===== src/rtl/muldiv_sequencer_pkg.sv =====
// Shared definitions for the iterative multiply/divide sequencer:
// op encodings, shared-ALU control codes and the sequencer state type.
package muldiv_sequencer_pkg;

    localparam logic [1:0] MD_MUL  = 2'b00;
    localparam logic [1:0] MD_DIVU = 2'b01;
    localparam logic [1:0] MD_REMU = 2'b10;
    localparam logic [1:0] MD_RSVD = 2'b11;
    localparam int unsigned MD_SIGNED = 2;

    localparam logic [3:0] ALU_ADD = 4'b0000;
    localparam logic [3:0] ALU_SUB = 4'b0001;

    typedef enum logic [1:0] {
        ST_IDLE = 2'd0,
        ST_CALC = 2'd1,
        ST_DONE = 2'd2
    } state_e;

    function automatic logic [31:0] magnitude(input logic [31:0] v);
        return v[31] ? (~v + 32'd1) : v;
    endfunction

endpackage


===== src/rtl/muldiv_fsm.sv =====
// Control half of the sequencer: state register, iteration counter and
// the grant/flush rules that decide when an iteration commits.
module muldiv_fsm
    import muldiv_sequencer_pkg::*;
#(
    parameter int ITER  = 32,
    parameter int CNT_W = 6
) (
    input  logic   clk,
    input  logic   reset,
    input  logic   req_i,
    input  logic   flush_i,
    input  logic   alu_gnt_i,
    input  logic   fast_path_i,
    output state_e state_o,
    output logic   accept_o,
    output logic   commit_o,
    output logic   done_o
);

    state_e           state_q, state_d;
    logic [CNT_W-1:0] cnt_q, cnt_d;

    always_ff @(posedge clk or posedge reset) begin
        if (reset) begin
            state_q <= ST_IDLE;
            cnt_q   <= '0;
        end else begin
            state_q <= state_d;
            cnt_q   <= cnt_d;
        end
    end

    // An iteration only advances on a granted edge; flush overrides everything.
    always_comb begin
        state_d  = state_q;
        cnt_d    = cnt_q;
        accept_o = 1'b0;
        commit_o = 1'b0;
        done_o   = 1'b0;
        unique case (state_q)
            ST_IDLE: begin
                if (req_i && !flush_i) begin
                    accept_o = 1'b1;
                    cnt_d    = '0;
                    state_d  = fast_path_i ? ST_DONE : ST_CALC;
                end
            end
            ST_CALC: begin
                if (flush_i) begin
                    state_d = ST_IDLE;
                end else if (alu_gnt_i) begin
                    commit_o = 1'b1;
                    cnt_d    = cnt_q + 1'b1;
                    if (cnt_q == CNT_W'(ITER - 1)) begin
                        state_d = ST_DONE;
                    end
                end
            end
            ST_DONE: begin
                done_o  = !flush_i;
                state_d = ST_IDLE;
            end
            default: state_d = ST_IDLE;
        endcase
    end

    assign state_o = state_q;

endmodule


===== src/rtl/muldiv_sequencer.sv =====
// Iterative MUL/DIVU/REMU sequencer borrowing the shared 32-bit ALU.
// Signed DIV/REM is compiled in when SIGNED_MULDIV_EN is defined.
module muldiv_sequencer
    import muldiv_sequencer_pkg::*;
#(
    parameter int XLEN  = 32,
    parameter int ITER  = 32,
    parameter int CNT_W = 6
) (
    input  logic            clk,
    input  logic            reset,
    input  logic            req,
    input  logic [2:0]      op,
    input  logic [XLEN-1:0] src_a,
    input  logic [XLEN-1:0] src_b,
    input  logic            flush,
    input  logic            alu_gnt,
    input  logic [31:0]     alu_out,
    output logic            alu_req,
    output logic [31:0]     alu_a,
    output logic [31:0]     alu_b,
    output logic [3:0]      alu_ctl,
    output logic            busy,
    output logic            done,
    output logic [XLEN-1:0] result
);

    state_e          state;
    logic            accept, commit, fast_path;
    logic [XLEN-1:0] a_q, a_d, b_q, b_d, c_q, c_d;
    logic [XLEN-1:0] result_q, result_d, final_val, rs;
    logic [1:0]      op_q, op_d;
    logic            negq_q, negq_d, negr_q, negr_d;
    logic            ge;

    muldiv_fsm #(
        .ITER  (ITER),
        .CNT_W (CNT_W)
    ) u_fsm (
        .clk         (clk),
        .reset       (reset),
        .req_i       (req),
        .flush_i     (flush),
        .alu_gnt_i   (alu_gnt),
        .fast_path_i (fast_path),
        .state_o     (state),
        .accept_o    (accept),
        .commit_o    (commit),
        .done_o      (done)
    );

`ifndef SIGNED_MULDIV_EN
    logic unused_sign;
    assign unused_sign = op[MD_SIGNED];
`endif

    // a: accumulator / partial remainder, b: multiplicand / divisor,
    // c: multiplier / dividend-then-quotient.
    assign fast_path = (op[1:0] == MD_RSVD) || ((op[1:0] != MD_MUL) && (src_b == '0));
    assign rs        = {a_q[XLEN-2:0], c_q[XLEN-1]};
    assign ge        = {a_q[XLEN-1], rs} >= {1'b0, b_q};
    assign busy      = (state != ST_IDLE);
    assign result    = done ? final_val : result_q;

    always_comb begin
        alu_req = 1'b0;
        alu_a   = '0;
        alu_b   = '0;
        alu_ctl = ALU_ADD;
        if (state == ST_CALC) begin
            alu_req = 1'b1;
            alu_b   = b_q;
            if (op_q == MD_MUL) begin
                alu_a = a_q;
            end else begin
                alu_a   = rs;
                alu_ctl = ALU_SUB;
            end
        end
    end

    always_comb begin
        unique case (op_q)
            MD_MUL:  final_val = a_q;
            MD_DIVU: final_val = negq_q ? -c_q : c_q;
            MD_REMU: final_val = negr_q ? -a_q : a_q;
            default: final_val = '0;
        endcase
    end

    always_comb begin
        a_d      = a_q;
        b_d      = b_q;
        c_d      = c_q;
        op_d     = op_q;
        negq_d   = negq_q;
        negr_d   = negr_q;
        result_d = done ? final_val : result_q;
        if (accept) begin
            op_d   = op[1:0];
            negq_d = 1'b0;
            negr_d = 1'b0;
            if (op[1:0] == MD_MUL) begin
                a_d = '0;
                b_d = src_a;
                c_d = src_b;
            end else if (fast_path) begin
                // Divide-by-zero answers come straight out of the registers.
                a_d = src_a;
                b_d = '0;
                c_d = '1;
            end else begin
                a_d = '0;
                b_d = src_b;
                c_d = src_a;
`ifdef SIGNED_MULDIV_EN
                if (op[MD_SIGNED]) begin
                    b_d    = magnitude(src_b);
                    c_d    = magnitude(src_a);
                    negq_d = src_a[XLEN-1] ^ src_b[XLEN-1];
                    negr_d = src_a[XLEN-1];
                end
`endif
            end
        end else if (commit) begin
            if (op_q == MD_MUL) begin
                if (c_q[0]) begin
                    a_d = alu_out;
                end
                b_d = b_q << 1;
                c_d = c_q >> 1;
            end else if (ge) begin
                a_d = alu_out;
                c_d = {c_q[XLEN-2:0], 1'b1};
            end else begin
                a_d = rs;
                c_d = {c_q[XLEN-2:0], 1'b0};
            end
        end
    end

    always_ff @(posedge clk or posedge reset) begin
        if (reset) begin
            a_q      <= '0;
            b_q      <= '0;
            c_q      <= '0;
            op_q     <= MD_MUL;
            negq_q   <= 1'b0;
            negr_q   <= 1'b0;
            result_q <= '0;
        end else begin
            a_q      <= a_d;
            b_q      <= b_d;
            c_q      <= c_d;
            op_q     <= op_d;
            negq_q   <= negq_d;
            negr_q   <= negr_d;
            result_q <= result_d;
        end
    end

endmodule


===== config.mk =====
export PLATFORM = sky130hd
export DESIGN_NAME = muldiv_sequencer
export DESIGN_NICKNAME = d
export VERILOG_FILES = /design/src/rtl/muldiv_sequencer_pkg.sv /design/src/rtl/muldiv_fsm.sv /design/src/rtl/muldiv_sequencer.sv
export SDC_FILE = /design/constraint.sdc
export NUM_CORES = 1
export LEC_CHECK = 0
export BUFFER_PORTS_ARGS = -buffer_cell sky130_fd_sc_hd__clkbuf_2
export CAP_MARGIN = 20
export CORE_MARGIN = 4
export CORE_UTILIZATION = 43
export CTS_CLUSTER_DIAMETER = 60
export DETAILED_ROUTE_END_ITERATION = 10
export GPL_TIMING_DRIVEN = 0
export HOLD_SLACK_MARGIN = 0.12
export PLACE_DENSITY = 0.65
export SLEW_MARGIN = 20
export SYNTH_ARGS = -nofsm -noshare
export SYNTH_HDL_FRONTEND = slang
export SYNTH_SLANG_ARGS = --single-unit
export TNS_END_PERCENT = 100

===== constraint.sdc =====
create_clock -name clk -period 4.4 [get_ports clk]
set_clock_uncertainty 0.1 [all_clocks]
set_input_delay 0.66 -clock clk [delete_from_list [all_inputs] [get_ports clk]]
set_output_delay 0.66 -clock clk [all_outputs]
set_load 0.01 [all_outputs]

==> flow_metrics.py, run 1 <==
metrics = {
    "synth": {
        "yosys.area_share.adder_pct": 4.34,
        "ys_ff_latch": 138,
        "ys_types": 53,
        "yosys.area_share.simple_pct": 18.1,
        "synth-compound-area-share_pct": 34.1,
        "synth_warnings": 0,
        "async_flop_share_pct": 100,
        "yosysTopAreaCell": "dfrtp_1",
        "synth_cells": 1252,
        "muxShareOfSynthArea_pct": 0.116,
        "synth-edff-count": 0,
        "ys_seq_area_share_pct": 35.5,
        "ys_top_cells_by_area": "dfrtp_1 (35%), nand2_1 (9.6%), o2111ai_1 (5.8%)",
        "syn_area_mm2": 0.00974,
        "synth_xor_xnor_area_share_pct": 0.270,
        "synth_top_area_share_pct": 35.5,
        "synth_top_family_by_area": "compound AO/OA/AOI/OAI gates",
        "avgSynthCellArea_um2": 7.78,
        "synth_flop_cell": "dfrtp_1",
    },
    "cts": {
        "cts_tree": "built",
        "post_cts_resized": 0,
        "postCtsSetupBuffers": 0,
        "postCtsHoldBufs": 0,
        "clkLatencyLatePin_ns": 0.44,
        "clock_path_buffers": 2,
        "clk_pin_slew_ns": 0.07,
        "clock_sinks": 138,
        "cts_htree_levels": 4,
        "cts_buffers": 17,
        "cts_root_buffer": "clkbuf_16",
    },
    "worst_setup_path": {
        "reg2reg_depth": 8,
        "r2r_setup_slack_ns": 1.26,
        "worst_setup_path_start_kind": "flop",
        "reg2reg_to": "a_q[29]$_DFFE_PP0P_",
        "crit_arrival_ns": 2.82,
        "max_stage_delay_ns": 0.54,
        "endpoint_kind": "output port",
        "crit_slowest_cell": "buf_1",
        "crit_chain": "buf_4 -> nor2_2 -> clkbuf_1 -> buf_1 -> nand2_1 -> a21oi_1 -> clkbuf_2",
        "worstPathRequired_ns": 3.64,
        "path_class": "flop to output port",
        "cp_max_fo": 10,
        "r2r-start": "a_q[23]$_DFFE_PP0P_",
    },
    "run": {
        "maxCapViolations": 0,
    },
    "detailed_routing": {
        "drc": 0,
        "drtIter0Drc": 1308,
        "via_count": 11073,
        "via_per_inst": 6.25,
        "antenna_left": 0,
        "wl_mm": 40.5,
        "drtPass1Iterations": 7,
        "drt-wirelength-per-cell_um": 22.8,
    },
    "outcome": {
        "status": "complete, no violations",
    },
    "cells_and_area": {
        "layout.nets": 1616,
        "synthToLayoutAreaGrowth_pct": 21.5,
        "final_cell_mix": "nand2_1 (250), clkbuf_2 (202), dfrtp_1 (138)",
        "final_common_cell": "nand2_1",
        "drive_gt1_share_pct": 18.0,
        "final.fill_count": 2159,
        "final_cells": 1773,
    },
    "global_routing": {
        "overflow": 0,
        "grt_pass1_wl_mm": 60.3,
        "grt_max_degree": 35,
        "antenna_found_initial": 0,
        "grt_usage_pct": 31.5,
        "grt_pass1_vias": 10535,
    },
    "sta": {
        "finalHoldViolCount": 0,
        "slew_viol_final": 0,
        "tightest_slew_ns": 1.05,
        "fmax_mhz": 279,
        "rsz0062_at_grt": "no",
        "fin_ws_ns": 0.820,
        "max_slew_margin_pct": 29.4,
        "setup_viol": 0,
        "post-route-period-util_pct": 81.4,
        "layout_min_cycle_time_ns": 3.58,
        "setup_tns_ns": 0,
    },
    "die": {
        "die_w_um": 158,
        "initial_core_util_pct": 44.2,
        "die_h_um": 158,
        "io-pin-count": 207,
        "core-area_mm2": 0.0220,
        "placementRows": 54,
        "die_area_mm2": 0.0251,
    },
    "pwr": {
        "total_power_uw": 6160,
        "vdd_drop_max_uv": 242,
        "p_leak_uw": 0.00518,
        "powerDensity_mw_per_mm2": 520,
    },
    "place": {
        "portBuffers": 202,
        "pre_cts_ws_ns": 1.19,
        "post-dp-hpwl_mm": 31.4,
        "gp_congestion": 0.946,
        "place_inst": 1740,
    },
    "hold_path": {
        "hold_class": "primary input to async pin",
    },
}
cell usage after synthesis (3+ instances only):
cell / count
o21a_1: 16
a211o_1: 32
a221oi_1: 32
nor2b_1: 22
nand3_1: 33
nand2_1: 250
a211oi_1: 32
a31oi_1: 34
nor4_1: 10
buf_1: 13
dfrtp_1: 138
xor2_1: 3
o221ai_1: 45
nand4_1: 10
inv_1: 50
a21oi_1: 86
buf_6: 6
ha_1: 33
o2111ai_1: 64
clkbuf_1: 96
nor2_1: 62
nor3_1: 4
o21ai_1: 56
buf_4: 5
buf_2: 8
o21ai_0: 78
cells by family (layout without fill, tap and decap cells):
family / Yosys count / count (layout)
buf+inv: 178 / 416
other cells: 1 / 4
flops: 138 / 138
compound gates: 488 / 488
xor+xnor: 3 / 3
mux: 1 / 1
simple gates: 409 / 409
fa+ha+maj: 34 / 34
worst max path at each step:
stage	cells past startpoint	start	end
floorplan	5	flush	result[24]
global placement	2	reset	a_q[22]$_DFFE_PP0P_
detailed placement	7	flush	result[30]
CTS	5	u_fsm.state_o[1]$_DFFE_PP0P_	alu_a[21]
global route	7	op_q[1]$_DFFE_PP0P_	alu_a[31]
finish	7	op_q[1]$_DFFE_PP0P_	alu_a[0]
per-stage QoR:
| stage | utilization (%) | hold WS, ns | area, um^2 |
|---|---|---|---|
| floorplan | - | 0.356 | 9750 |
| global placement | 50.4 | 0.370 | 11100 |
| detailed placement | 50.8 | 0.378 | 11200 |
| CTS | 53.7 | 0.204 | 11800 |
| global route | 53.7 | 0.236 | 11800 |
| finish | 53.7 | 0.179 | 11800 |
registers in the layout (all words and copies together), names as in the netlist:
signal	flops
op_q	2
result_q	32
c_q	32
u_fsm.state_o	2
b_q	32
u_fsm.cnt_q	6
a_q	32
metal layers:
layer | global-route usage [%] | part of all wire, %
met3 | 7.69 | 11
met1 | 43.4 | 41
met5 | 0 | 0
met4 | 11.3 | 3.3
met2 | 48.2 | 45
report_power, final:
group / total [uW] / switching (uW) / internal, uW
Sequential: 2120 / 477 / 1640
Combinational: 2430 / 1570 / 861
Clock: 1610 / 642 / 965
critical path: cells and delay by family, from the launching register on:
family / cells / cell delay (ns)
buffers and inverters: 4 / 1.40
AO/OA/AOI/OAI: 1 / 0.26
AND/OR/NAND/NOR: 2 / 0.35
flip-flops: 1 / 0.36
layout make-up:
class                   instances  area [um^2]  share of cell area (%)
diodes                          1         2.50                  0.0212
plain buffers                 128          554                    4.68
clock buffers                  18          429                    3.63
clock inverters                14          209                    1.77
inverters                      50          191                    1.62
multi-input cells             938         5550                    46.9
flip-flops and latches        138         3450                    29.2
well taps                     280          350                    2.96
repair buffers                206         1090                    9.22
(Power assumes the default switching activity.)
==> run 2, diff against run 1 <==
--- a/config.mk
+++ b/config.mk
@@ -13,7 +13,7 @@
 export DETAILED_ROUTE_END_ITERATION = 10
 export GPL_TIMING_DRIVEN = 0
 export HOLD_SLACK_MARGIN = 0.12
-export PLACE_DENSITY = 0.65
+export PLACE_DENSITY = 0.62
 export SLEW_MARGIN = 20
 export SYNTH_ARGS = -nofsm -noshare
 export SYNTH_HDL_FRONTEND = slang
==> constraint.sdc (replaced) <==
create_clock -name clk -period 3.7 [get_ports clk]
set_clock_uncertainty 0.1 [all_clocks]
set_input_delay 0.555 -clock clk [delete_from_list [all_inputs] [get_ports clk]]
set_output_delay 0.555 -clock clk [all_outputs]
set_load 0.01 [all_outputs]
==> run 2 against run 1 <==
Sequential cell count unchanged. Cell count unchanged. Combinational power is 19% higher. Total power rose by 17%. Register-to-register slack lost 0.75 ns. Largest cell class unchanged. Clock-buffer cell count unchanged. Critical path type unchanged. Worst hold slack better by 0.089 ns. Clock power increased by 11%. Sequential share of layout area is 0.096 points higher. Largest power group unchanged. Die area did not move. Routed wire length up 0.70%. Critical path depth decreased by 2.
==> flow_metrics.py, run 2 (synthesized netlist as in run 1, its figures left out) <==
metrics = {
    "outcome": {
        "status": "complete, no violations",
    },
    "detailed_routing": {
        "drtIter0Drc": 926,
        "drtPass1Iterations": 8,
        "drc": 0,
        "wl_mm": 40.8,
        "via_per_inst": 6.21,
        "via_count": 11004,
        "antenna_left": 0,
        "drt-wirelength-per-cell_um": 23.0,
    },
    "worst_setup_path": {
        "worstPathRequired_ns": 3.04,
        "cp_max_fo": 10,
        "reg2reg_depth": 8,
        "reg2reg_to": "a_q[29]$_DFFE_PP0P_",
        "r2r_setup_slack_ns": 0.51,
        "worst_setup_path_start_kind": "flop",
        "setup.worst_path.end": "alu_a[21]",
        "path_class": "flop to output port",
        "crit_arrival_ns": 2.87,
        "crit_start": "u_fsm.state_o[1]$_DFFE_PP0P_",
        "endpoint_kind": "output port",
        "r2r-start": "a_q[23]$_DFFE_PP0P_",
    },
    "place": {
        "gp_congestion": 0.989,
        "post-dp-hpwl_mm": 32.1,
        "portBuffers": 202,
    },
    "global_routing": {
        "grt_usage_pct": 31.9,
        "grt_max_degree": 34,
        "antenna_found_initial": 0,
        "overflow": 0,
        "grt_pass1_wl_mm": 61.0,
        "grt_pass1_vias": 10586,
    },
    "sta": {
        "setup_viol": 0,
        "rsz0062_at_grt": "no",
        "tightest_slew_ns": 1.05,
        "finalHoldViolCount": 0,
        "max_slew_margin_pct": 29.7,
        "post-route-period-util_pct": 95.4,
        "setup_tns_ns": 0,
        "slew_viol_final": 0,
        "layout_min_cycle_time_ns": 3.53,
        "fmax_mhz": 283,
        "whs_ns": 0.268,
    },
    "run": {
        "maxCapViolations": 0,
    },
    "cts": {
        "cts_tree": "built",
        "postCtsSetupBuffers": 0,
        "cts_buffers": 17,
        "clock_sinks": 138,
        "cts_root_buffer": "clkbuf_16",
        "clock_path_buffers": 2,
        "clk_pin_slew_ns": 0.07,
        "postCtsHoldBufs": 1,
        "post_cts_resized": 0,
        "clkLatencyLatePin_ns": 0.44,
        "cts_htree_levels": 4,
    },
    "die": {
        "die_h_um": 158,
        "die_area_mm2": 0.0251,
        "initial_core_util_pct": 44.2,
        "io-pin-count": 207,
        "die_w_um": 158,
        "placementRows": 54,
        "core-area_mm2": 0.0220,
    },
    "cells_and_area": {
        "drive_gt1_share_pct": 18.0,
        "final_cell_mix": "nand2_1 (250), clkbuf_2 (202), dfrtp_1 (138)",
        "num_antenna_cells": 0,
        "layout.nets": 1617,
        "synthToLayoutAreaGrowth_pct": 21.1,
        "final_common_cell": "nand2_1",
    },
    "pwr": {
        "vdd_drop_max_uv": 288,
        "powerDensity_mw_per_mm2": 610,
        "p_leak_uw": 0.00516,
        "total_power_uw": 7190,
    },
    "hold_path": {
        "hold_class": "primary input to flop",
    },
}
==> run 2: changes by cell type in the layout (fill, tap and decap cells not counted), sizes merged <==
cell         before  now
clkinv            0    2
diode             1    0
bufinv            4    2
dlygate4sd3       0    1
==> run 2: critical path: stages (launching register included) <==
cell	delay, ns
dfrtp_1	0.45
nand2b_1	0.42
clkbuf_1	0.69
buf_1	0.60
a21oi_1	0.11
clkbuf_2	0.17
==> run 2: worst min-delay path by stage <==
stage / start / to / slack [ns] / cells after the start
2_1_floorplan: b_q[31]$_DFFE_PP0P_ / b_q[31]$_DFFE_PP0P_ / 0.36 / 2
3_3_place_gp: b_q[31]$_DFFE_PP0P_ / b_q[31]$_DFFE_PP0P_ / 0.37 / 2
3_5_place_dp: b_q[31]$_DFFE_PP0P_ / b_q[31]$_DFFE_PP0P_ / 0.38 / 2
4_1_cts: flush / u_fsm.state_o[1]$_DFFE_PP0P_ / 0.26 / 2
5_1_grt: flush / u_fsm.state_o[1]$_DFFE_PP0P_ / 0.29 / 2
6_report: flush / u_fsm.state_o[1]$_DFFE_PP0P_ / 0.27 / 2
==> run 2: per-stage QoR <==
step,cells,cell area (um^2),setup WS [ns],util [%]
floorplan,1254,9750,1.30,-
global placement,1736,11100,0.241,50.4
detailed placement,1740,11200,0.469,50.8
CTS,1773,11800,0.202,53.5
global route,1773,11800,0.0853,53.5
finish,1773,11800,0.171,53.5
==> run 2: power breakdown <==
group	switching (uW)	leakage, uW	internal (uW)
clock network	779	0.000282	1010
logic	1850	0.00318	1020
registers	571	0.00170	1950
total	3200	0.00516	3980
==> run 2: cell type report <==
type	count	area, um^2
timing repair buffer	207	1100
inverter	50	191
clock inverter	14	163
clock buffer	18	429
multi-input combinational	938	5550
sequential	138	3450
buffer	128	554
tap	280	350
fill	2205	10200
==> run 2: metal layers <==
metal  vias up  GRT usage (%)  part of all wire, %
met1      5237           45.4                   43
li1       5089              -                    -
met3        88           5.08                  9.1
met2       590           49.9                   45
met5         -              0                    0
met4         0           9.87                  2.9
